**config.mk**
```make
export PLATFORM = sky130hd
export DESIGN_NAME = uart_rx_fifo_wb_flat
export DESIGN_NICKNAME = d
export VERILOG_FILES = /design/src/rtl/uart_wb_pkg.sv /design/src/rtl/uart_rx_fifo_wb_if.sv /design/src/rtl/sync_fifo.sv /design/src/rtl/uart_rx_fifo_wb.sv /design/src/flat_wrapper.sv
export SDC_FILE = /design/constraint.sdc
export NUM_CORES = 1
export LEC_CHECK = 0
export ABC_AREA = 1
export CORE_ASPECT_RATIO = 1.2
export CORE_MARGIN = 2
export CORE_UTILIZATION = 30
export CTS_CLUSTER_SIZE = 24
export DETAILED_ROUTE_END_ITERATION = 12
export PLACE_DENSITY = 0.47
export SYNTH_ARGS = -nofsm -noshare
export SYNTH_HDL_FRONTEND = slang
export SYNTH_HIERARCHICAL = 1
export SYNTH_SLANG_ARGS = --single-unit
```
**constraint.sdc**
```tcl
create_clock -name clk -period 5 [get_ports clk]
set_input_delay 1.5 -clock clk [delete_from_list [all_inputs] [get_ports clk]]
set_output_delay 1.5 -clock clk [all_outputs]
set_load 0.05 [all_outputs]
```
**src/rtl/uart_wb_pkg.sv**
```systemverilog
// Register map and bit positions shared by the UART RX FIFO Wishbone slave.
// Constants only; no logic, no latency, no flow control.
package uart_wb_pkg;
    localparam logic [1:0] ADDR_DATA   = 2'd0;
    localparam logic [1:0] ADDR_STATUS = 2'd1;
    localparam logic [1:0] ADDR_CTRL   = 2'd2;
    localparam logic [1:0] ADDR_COUNT  = 2'd3;

    localparam int ST_EMPTY = 0;
    localparam int ST_FULL  = 1;
    localparam int ST_OVR   = 2;

    localparam int CT_IRQEN  = 0;
    localparam int CT_FLUSH  = 1;
    localparam int CT_OVRCLR = 2;
endpackage

```
**src/rtl/uart_rx_fifo_wb_if.sv**
```systemverilog
// Wishbone classic 8-bit bus between host interconnect and the RX FIFO slave.
// Plain wires; the slave acks one cycle after a request, no backpressure beyond ack.
interface uart_rx_fifo_wb_if;
    logic       wb_cyc_i;
    logic       wb_stb_i;
    logic       wb_we_i;
    logic [1:0] wb_adr_i;
    logic [7:0] wb_dat_i;
    logic [7:0] wb_dat_o;
    logic       wb_ack_o;

    modport master (
        output wb_cyc_i, wb_stb_i, wb_we_i, wb_adr_i, wb_dat_i,
        input  wb_dat_o, wb_ack_o
    );

    modport slave (
        input  wb_cyc_i, wb_stb_i, wb_we_i, wb_adr_i, wb_dat_i,
        output wb_dat_o, wb_ack_o
    );
endinterface

```
**src/rtl/sync_fifo.sv**
```systemverilog
// Circular FIFO with registered pointers/count; dout shows the head combinationally.
// Push on full is ignored unless a pop happens in the same cycle; flush overrides both.
module sync_fifo #(
    parameter int DEPTH = 16,
    parameter int WIDTH = 8
) (
    input  logic                   clk,
    input  logic                   rst_n,
    input  logic                   push,
    input  logic                   pop,
    input  logic                   flush,
    input  logic [WIDTH-1:0]       din,
    output logic [WIDTH-1:0]       dout,
    output logic                   empty,
    output logic                   full,
    output logic [$clog2(DEPTH):0] count
);
    localparam int PTR_W = $clog2(DEPTH);
    localparam int CNT_W = PTR_W + 1;

    logic [WIDTH-1:0] mem [DEPTH];
    logic [PTR_W-1:0] wptr_q, wptr_d, rptr_q, rptr_d;
    logic [CNT_W-1:0] count_q, count_d;
    logic             do_push, do_pop;

    assign empty   = (count_q == '0);
    // Count tops out at DEPTH = 2**PTR_W, so the MSB alone marks full.
    assign full    = count_q[PTR_W];
    assign do_pop  = pop & ~empty;
    assign do_push = push & (~full | do_pop);
    assign dout    = mem[rptr_q];
    assign count   = count_q;

    always_comb begin
        wptr_d  = wptr_q;
        rptr_d  = rptr_q;
        count_d = count_q;
        if (flush) begin
            wptr_d  = '0;
            rptr_d  = '0;
            count_d = '0;
        end else begin
            if (do_push) wptr_d = wptr_q + PTR_W'(1);
            if (do_pop)  rptr_d = rptr_q + PTR_W'(1);
            case ({do_push, do_pop})
                2'b10:   count_d = count_q + CNT_W'(1);
                2'b01:   count_d = count_q - CNT_W'(1);
                default: count_d = count_q;
            endcase
        end
    end

    always_ff @(posedge clk or negedge rst_n) begin
        if (!rst_n) begin
            wptr_q  <= '0;
            rptr_q  <= '0;
            count_q <= '0;
        end else begin
            wptr_q  <= wptr_d;
            rptr_q  <= rptr_d;
            count_q <= count_d;
        end
    end

    always_ff @(posedge clk) begin
        if (do_push && !flush) mem[wptr_q] <= din;
    end
endmodule

```
**src/rtl/uart_rx_fifo_wb.sv**
```systemverilog
// Buffers UART RX bytes in a FIFO and serves them over a 4-register Wishbone slave.
// Ack one cycle after request, no wait states; bytes arriving while full are dropped and flagged.
module uart_rx_fifo_wb
    import uart_wb_pkg::*;
#(
    parameter int DEPTH = 16
) (
    input  logic                    clk,
    input  logic                    rst_n,
    input  logic [7:0]              rx_data,
    input  logic                    rx_done,
    uart_rx_fifo_wb_if.slave        wb,
    output logic                    irq
);
    localparam int PTR_W = $clog2(DEPTH);

    logic             ack_q;
    logic [7:0]       dat_q, dat_d;
    logic             ovr_q, ovr_d;
    logic             irq_en_q, irq_en_d;

    logic             req, rd_req, wr_ctrl;
    logic             pop, push, flush, drop;
    logic [7:0]       fifo_dout;
    logic             fifo_empty, fifo_full;
    logic [PTR_W:0]   fifo_count;

    // The ~ack_q term turns a held strobe into one access every second cycle.
    assign req     = wb.wb_cyc_i & wb.wb_stb_i & ~ack_q;
    assign rd_req  = req & ~wb.wb_we_i;
    assign wr_ctrl = req & wb.wb_we_i & (wb.wb_adr_i == ADDR_CTRL);
    assign pop     = rd_req & (wb.wb_adr_i == ADDR_DATA) & ~fifo_empty;
    assign flush   = wr_ctrl & wb.wb_dat_i[CT_FLUSH];
    assign push    = rx_done & (~fifo_full | pop) & ~flush;
    assign drop    = rx_done & fifo_full & ~pop & ~flush;

    sync_fifo #(.DEPTH(DEPTH), .WIDTH(8)) u_fifo (
        .clk   (clk),
        .rst_n (rst_n),
        .push  (push),
        .pop   (pop),
        .flush (flush),
        .din   (rx_data),
        .dout  (fifo_dout),
        .empty (fifo_empty),
        .full  (fifo_full),
        .count (fifo_count)
    );

    always_comb begin
        dat_d    = dat_q;
        ovr_d    = ovr_q;
        irq_en_d = irq_en_q;
        if (rd_req) begin
            case (wb.wb_adr_i)
                ADDR_DATA:   dat_d = fifo_empty ? 8'h00 : fifo_dout;
                ADDR_STATUS: dat_d = {5'b0, ovr_q, fifo_full, fifo_empty};
                ADDR_CTRL:   dat_d = {7'b0, irq_en_q};
                default:     dat_d = 8'(fifo_count);
            endcase
        end
        if (wr_ctrl) begin
            irq_en_d = wb.wb_dat_i[CT_IRQEN];
            if (wb.wb_dat_i[CT_OVRCLR]) ovr_d = 1'b0;
        end
        if (drop) ovr_d = 1'b1;
    end

    always_ff @(posedge clk or negedge rst_n) begin
        if (!rst_n) begin
            ack_q    <= 1'b0;
            dat_q    <= 8'h00;
            ovr_q    <= 1'b0;
            irq_en_q <= 1'b0;
        end else begin
            ack_q    <= req;
            dat_q    <= dat_d;
            ovr_q    <= ovr_d;
            irq_en_q <= irq_en_d;
        end
    end

    assign wb.wb_ack_o = ack_q;
    assign wb.wb_dat_o = dat_q;
    assign irq         = irq_en_q & ~fifo_empty;
endmodule

```
**src/flat_wrapper.sv**
```systemverilog
// flat-port wrapper written by rule: the top's interface ports become plain ports
module uart_rx_fifo_wb_flat import uart_wb_pkg::*;
#(
    parameter int DEPTH = 16
)
  (clk, rst_n, rx_data, rx_done, irq, wb_wb_cyc_i, wb_wb_stb_i, wb_wb_we_i, wb_wb_adr_i, wb_wb_dat_i, wb_wb_dat_o, wb_wb_ack_o);
  uart_rx_fifo_wb_if wb_i ();
  input  logic clk;
  input  logic rst_n;
  input  logic [7:0] rx_data;
  input  logic rx_done;
  output logic irq;
  input wire logic [$bits(wb_i.wb_cyc_i)-1:0] wb_wb_cyc_i;
  input wire logic [$bits(wb_i.wb_stb_i)-1:0] wb_wb_stb_i;
  input wire logic [$bits(wb_i.wb_we_i)-1:0] wb_wb_we_i;
  input wire logic [$bits(wb_i.wb_adr_i)-1:0] wb_wb_adr_i;
  input wire logic [$bits(wb_i.wb_dat_i)-1:0] wb_wb_dat_i;
  output wire logic [$bits(wb_i.wb_dat_o)-1:0] wb_wb_dat_o;
  output wire logic [$bits(wb_i.wb_ack_o)-1:0] wb_wb_ack_o;
  assign wb_i.wb_cyc_i = wb_wb_cyc_i;
  assign wb_i.wb_stb_i = wb_wb_stb_i;
  assign wb_i.wb_we_i = wb_wb_we_i;
  assign wb_i.wb_adr_i = wb_wb_adr_i;
  assign wb_i.wb_dat_i = wb_wb_dat_i;
  assign wb_wb_dat_o = wb_i.wb_dat_o;
  assign wb_wb_ack_o = wb_i.wb_ack_o;
  uart_rx_fifo_wb #(.DEPTH(DEPTH)) u_core (.clk(clk), .rst_n(rst_n), .rx_data(rx_data), .rx_done(rx_done), .wb(wb_i), .irq(irq));
endmodule
```
# == After elaboration in Yosys (flattened, before gate mapping) ==
# Memory sizes are Yosys's and may differ from the RTL's.
# Index checks and enable logic that the tools add are counted.
# totals
regBits,24
ramBits,128
in_bits,24
out_inout_bits,10
elab_cells,63
mem_count,1
# op_classes
n_addsub,4
eq_ne,4
mux,13
bitwise,24
n_reduce_logical,10
# mem_list
name,words,word_bits,rd,rd_ports_with_merged_regs,wr,line_no,source
u_core.u_fifo.mem,16,8,1,0,1,sync_fifo.sv:21,logic [WIDTH-1:0] mem [DEPTH];
# ops
op,n
8-bit one-hot mux with 3 select lines,1
1-bit AND,16
4-bit 2-to-1 mux,4
5-bit one-hot mux with 2 select lines,1
"4-bit by 1-bit adder with 4-bit output, second input constant",2
8-bit 2-to-1 mux,1
2-bit nonzero test,4
1-bit NOT,6
"5-bit by 1-bit adder with 5-bit output, second input constant",1
5-bit logical NOT,1
1-bit 2-to-1 mux,5
5-bit 2-to-1 mux,1
"5-bit by 1-bit subtractor with 5-bit output, second input constant",1
"2-bit by 1-bit == test with 1-bit output, second input constant",2
"2-bit == test, second input constant",2
3-bit nonzero test,1
2-bit logical NOT,1
1-bit bitwise OR,2
2-bit AND reduction,1
1-bit logical AND,1
1-bit logical NOT,1

# == Longest topological paths before layout ==
# depth
ltp_word,12
depth_mapped,21
depth_no_buf,21

# == Cells and area by module ==
# Netlist, hierarchy kept.
# modules_own_cells
module,n_inst,cells_per_inst,area_per_inst_um2
sync_fifo,1,482,5949.5
uart_rx_fifo_wb,1,85,624.3

# == Worst setup path after synthesis ==
# OpenSTA, ideal clock, no wires.
# synth_timing
path_type,input to register
from,in wb_wb_cyc_i
to,mem u_core.u_fifo.mem[11][0] (enable)
setup_ns,0.370
arrival_time_ns,2.987
slack_ns,1.643
path_stages,10
cell_sequence,nand2_2 nor2_4 nand2_4 nor2_8 nor2_2 nor2_2 o21ai_2 inv_2 nand2_1 nor2_1
# synth_via
elab_chain_len,12
elab_cells_between_ends,19
classes_between,mux (2); bitwise (15); reduce/logical (2)
# synth_rtl
element,line_no,source
"start, declared",flat_wrapper.sv:13,input wire logic [$bits(wb_i.wb_cyc_i)-1:0] wb_wb_cyc_i;
1-bit AND (2 in a row),uart_rx_fifo_wb.sv:29,assign req = wb.wb_cyc_i & wb.wb_stb_i & ~ack_q;
named net u_core.req,uart_rx_fifo_wb.sv:22,"logic req, rd_req, wr_ctrl;"
1-bit AND,uart_rx_fifo_wb.sv:30,assign rd_req = req & ~wb.wb_we_i;
1-bit AND (2 in a row),uart_rx_fifo_wb.sv:32,assign pop = rd_req & (wb.wb_adr_i == ADDR_DATA) & ~fifo_empty;
named net u_core.pop,uart_rx_fifo_wb.sv:23,"logic pop, push, flush, drop;"
1-bit bitwise OR,uart_rx_fifo_wb.sv:34,assign push = rx_done & (~fifo_full | pop) & ~flush;
1-bit AND (2 in a row),uart_rx_fifo_wb.sv:34,
named net u_core.push,uart_rx_fifo_wb.sv:23,
1-bit AND,sync_fifo.sv:30,assign do_push = push & (~full | do_pop);
1-bit logical AND,sync_fifo.sv:66,if (do_push && !flush) mem[wptr_q] <= din;
1-bit 2-to-1 mux,sync_fifo.sv:66,
1-bit 2-to-1 mux (not written as such),sync_fifo.sv:66,
"end, declared",sync_fifo.sv:21,
# The timed path passes the listed nets, and every way through them passes these cells.

# == Worst setup path after layout ==
# layout_timing
from,"reg u_core.u_fifo.count_q[4], in the netlist u_core/u_fifo/count[4]"
to,out irq
# layout_via
elab_chain_len,3
# layout_rtl
element,line_no,source
"start, declared",sync_fifo.sv:23,"logic [CNT_W-1:0] count_q, count_d;"
"start signal, assigned",sync_fifo.sv:61,count_q <= count_d;
5-bit logical NOT,sync_fifo.sv:26,assign empty = (count_q == '0);
named net u_core.fifo_empty,uart_rx_fifo_wb.sv:25,"logic fifo_empty, fifo_full;"
1-bit NOT,uart_rx_fifo_wb.sv:85,assign irq = irq_en_q & ~fifo_empty;
1-bit AND,uart_rx_fifo_wb.sv:85,
"end, declared",flat_wrapper.sv:12,output logic irq;
# The timed path passes the listed nets, and every way through them passes these cells.

==> impl_metrics.toml <==
[setup_path]
worstSetupPathType = "reg -> out"
critical_path_arrival_ns = 2.14
slowest_stage = "clkdlybuf4s50_1"
cp-end-kind = "primary output"
start_kind = "flop"
critPathMaxFanout = 8
critPathRequiredTime_ns = 3.50
path_cells = "nor2_2 -> nand3_4 -> inv_1 -> nor2_1 -> clkdlybuf4s50_1"
max_stage_delay_ns = 0.81

[floorplan]
start_util = 0.3039
die_w_um = 139.1
rows = 59
coreArea_um2 = 21630
die-area_um2 = 23120
boundaryPins = 34
die_h_um = 166.2

[timing]
relSlewSlack = 0.3493
hold_viol_final = 0
slew_viol_final = 0
timing.final.crit_share = 0.7276
setup_viol = 0
max_slew.worst_pin.slew_ns = 0.9761
clock-skew-final_ns = 0.008511
min_period_ns = 3.638
tns_ns = 0
rsz0062_at_grt = "no"
fmax_mhz = 274.9

[drt]
vias = 4441
ant_nets = 0
wl_per_cell_um = 18.43
wirelength_um = 16510
first_iter_violations = 302
vias_per_cell = 4.956
first_pass_iters = 6
post-route-drc-count = 0

[layout]
syn_to_final_growth_pct = 18.14
layout-drive-gt1-share = 0.1270
nets = 640
n_antenna_cell = 0

[synth]
synth_compound_area_frac = 0.1155
synth-edff-count = 128
synth_warnings = 6
syn_area_um2 = 6574
avgSynthCellArea_um2 = 11.59
synth.distinct_cells = 34
synth_seq_cells = 152
ys.flop_type = "edfxtp_1"
ys_async_sr_fraction = 0.1579
seq_area_frac_synth = 0.6761
synth_cells = 567
yosys.area_share.adder = 0.01332
muxShareOfSynthArea = 0
syn-num-nets = 598
synth_top_family_by_area = "simple AND/OR/NAND/NOR gates"
synth-simple-area-share = 0.1509
synth-xor-area-share = 0

[clocking]
insertion_delay_ns = 0.42
clk_pin_slew_ns = 0.06
ctsHoldBuffers = 0
postCtsSetupBuffers = 0
root_buffer = "clkbuf_16"
cts_made_buffers = 17
cts.sinks = 152
ctsLongestPathBuffers = 2
cts_tree = "built"
post_cts_resized = 0
h-tree-depth = 4

[global_routing]
grt_pass1_wl_um = 26160
grt_max_degree = 67
grt_overflow = 0
grt_antenna_before_repair = 0
grt_pass1_vias = 4592
grtUsageTotal = 0.1495

[power]
power.internal_mw = 2.671
pwr-share-clk = 0.283
vdd_drop_max_uv = 279.7
power_frac_comb = 0.332
p_per_area_nw_per_um2 = 561.4
p_total_mw = 4.360
leakagePower_nw = 2.825
switching_power_mw = 1.689
sw_frac_of_total = 0.3874
p_seq_frac = 0.385

[min_path]
min-delay-path-class = "reg -> reg"

[run]
drv_cap = 0

[run_status]
run_status = "completed"

[placed_design]
routabilityCongestion = 0.7820
io_buffers = 28
hpwl_um = 10160
==> path summary, 6_finish.rpt <==
path | startpoint | endpoint | slack, ns | depth (start not counted)
max | u_core/u_fifo/count[4]$_DFFE_PN0P_ | irq | 1.36 | 5
min | u_core/wb.wb_dat_o[0]$_DFFE_PN0P_ | u_core/wb.wb_dat_o[0]$_DFFE_PN0P_ | 0.48 | 2
max reg2reg | u_core/u_fifo/count[4]$_DFFE_PN0P_ | u_core/u_fifo/mem[11][3]$_DFFE_PP_ | 2.34 | 13
min reg2reg | u_core/wb.wb_dat_o[0]$_DFFE_PN0P_ | u_core/wb.wb_dat_o[0]$_DFFE_PN0P_ | 0.48 | 2
max in group asynchronous | rst_n | u_core/u_fifo/rptr_q[0]$_DFFE_PN0P_ | 3.26 | 2
min in group asynchronous | rst_n | u_core/u_fifo/count[3]$_DFFE_PN0P_ | 1.45 | 2
==> cell usage after synthesis, drive strengths merged (5+ instances only) <==
cell,count,share of area
a21oi,5,0.0038
buf,14,0.017
clkbuf,12,0.0069
dfrtp,24,0.091
edfxtp,128,0.58
ha,7,0.013
inv,34,0.020
nand2,80,0.049
nand3,34,0.028
nor2,101,0.067
o211ai,11,0.013
o21ai,76,0.058
o221ai,21,0.028
o22ai,11,0.010
==> registers in the layout (all words and copies together), names as in the netlist <==
register and cells:
u_core/u_fifo/count 5, u_core/u_fifo/mem 128, u_core/irq_en_q 1, u_core/wb.wb_ack_o 1, u_core/wb.wb_dat_o 8, u_core/u_fifo/rptr_q 4, u_core/u_fifo/wptr_q 4, u_core/ovr_q 1
==> layout by cell type (no fill, tap or decap), types with 13 or more instances in the layout <==
cell type	Yosys	final
o21ai_0	62	62
inv_1	28	28
o21ai_1	13	13
dfrtp_1	24	23
nor2_1	90	90
nand3_1	33	33
clkdlybuf4s50_1	0	28
nand2_1	74	74
edfxtp_1	128	128
buf_4	2	21
clkbuf_16	0	17
o221ai_1	21	21
==> per-stage QoR <==
stage | util | hold WS [ns] | setup WS, ns | area (µm²) | cells
after floorplan | - | 0.4495 | 1.643 | 6574 | 567
after global placement | 0.3329 | 0.4668 | 1.010 | 7199 | 864
after detailed placement | 0.3329 | 0.4699 | 0.9963 | 7199 | 864
after CTS | 0.3591 | 0.4875 | 1.360 | 7766 | 896
after global routing | 0.3591 | 0.5226 | 1.201 | 7766 | 896
final | 0.3591 | 0.4821 | 1.362 | 7766 | 896
==> metal layers <==
layer / share of wire / GRT usage / up-vias / routed length, µm
li1: - / - / 2121 / -
met1: 0.44 / 0.1944 / 2169 / 7338
met2: 0.48 / 0.2435 / 129 / 7953
met3: 0.049 / 0.03258 / 22 / 813
met4: 0.025 / 0.06105 / 0 / 407
met5: 0 / 0 / - / 0
==> power by group through the flow <==
stage | Sequential (mW) | Clock, mW | Combinational (mW)
2_1_floorplan | 1.72 | 0 | 0.955
3_3_place_gp | 1.70 | 0 | 1.42
3_5_place_dp | 1.71 | 0 | 1.45
4_1_cts | 1.68 | 1.26 | 1.46
5_1_grt | 1.70 | 1.32 | 1.61
6_report | 1.68 | 1.23 | 1.45
==> final cells by class <==
class / count / area [µm²]
inverter: 35 / 133.9
clock buffer: 17 / 425.4
fill: 2132 / 13860
sequential: 152 / 4446
multi-input combinational: 354 / 1839
timing repair buffer: 49 / 437.9
tap: 274 / 342.8
clock inverter: 15 / 141.4
==> kinds of logic after synthesis <==
family,count (synthesis)
simple gates,221
flops,152
compound gates,126
buf+inv,61
fa+ha+maj,7
==> critical path: cells and delay by family (launching register included) <==
kind          cells  cell delay, ns
buf+inv           2            0.91
flops             1            0.52
simple gates      3            0.29
Note: power is estimated with default switching activity, not from simulation.
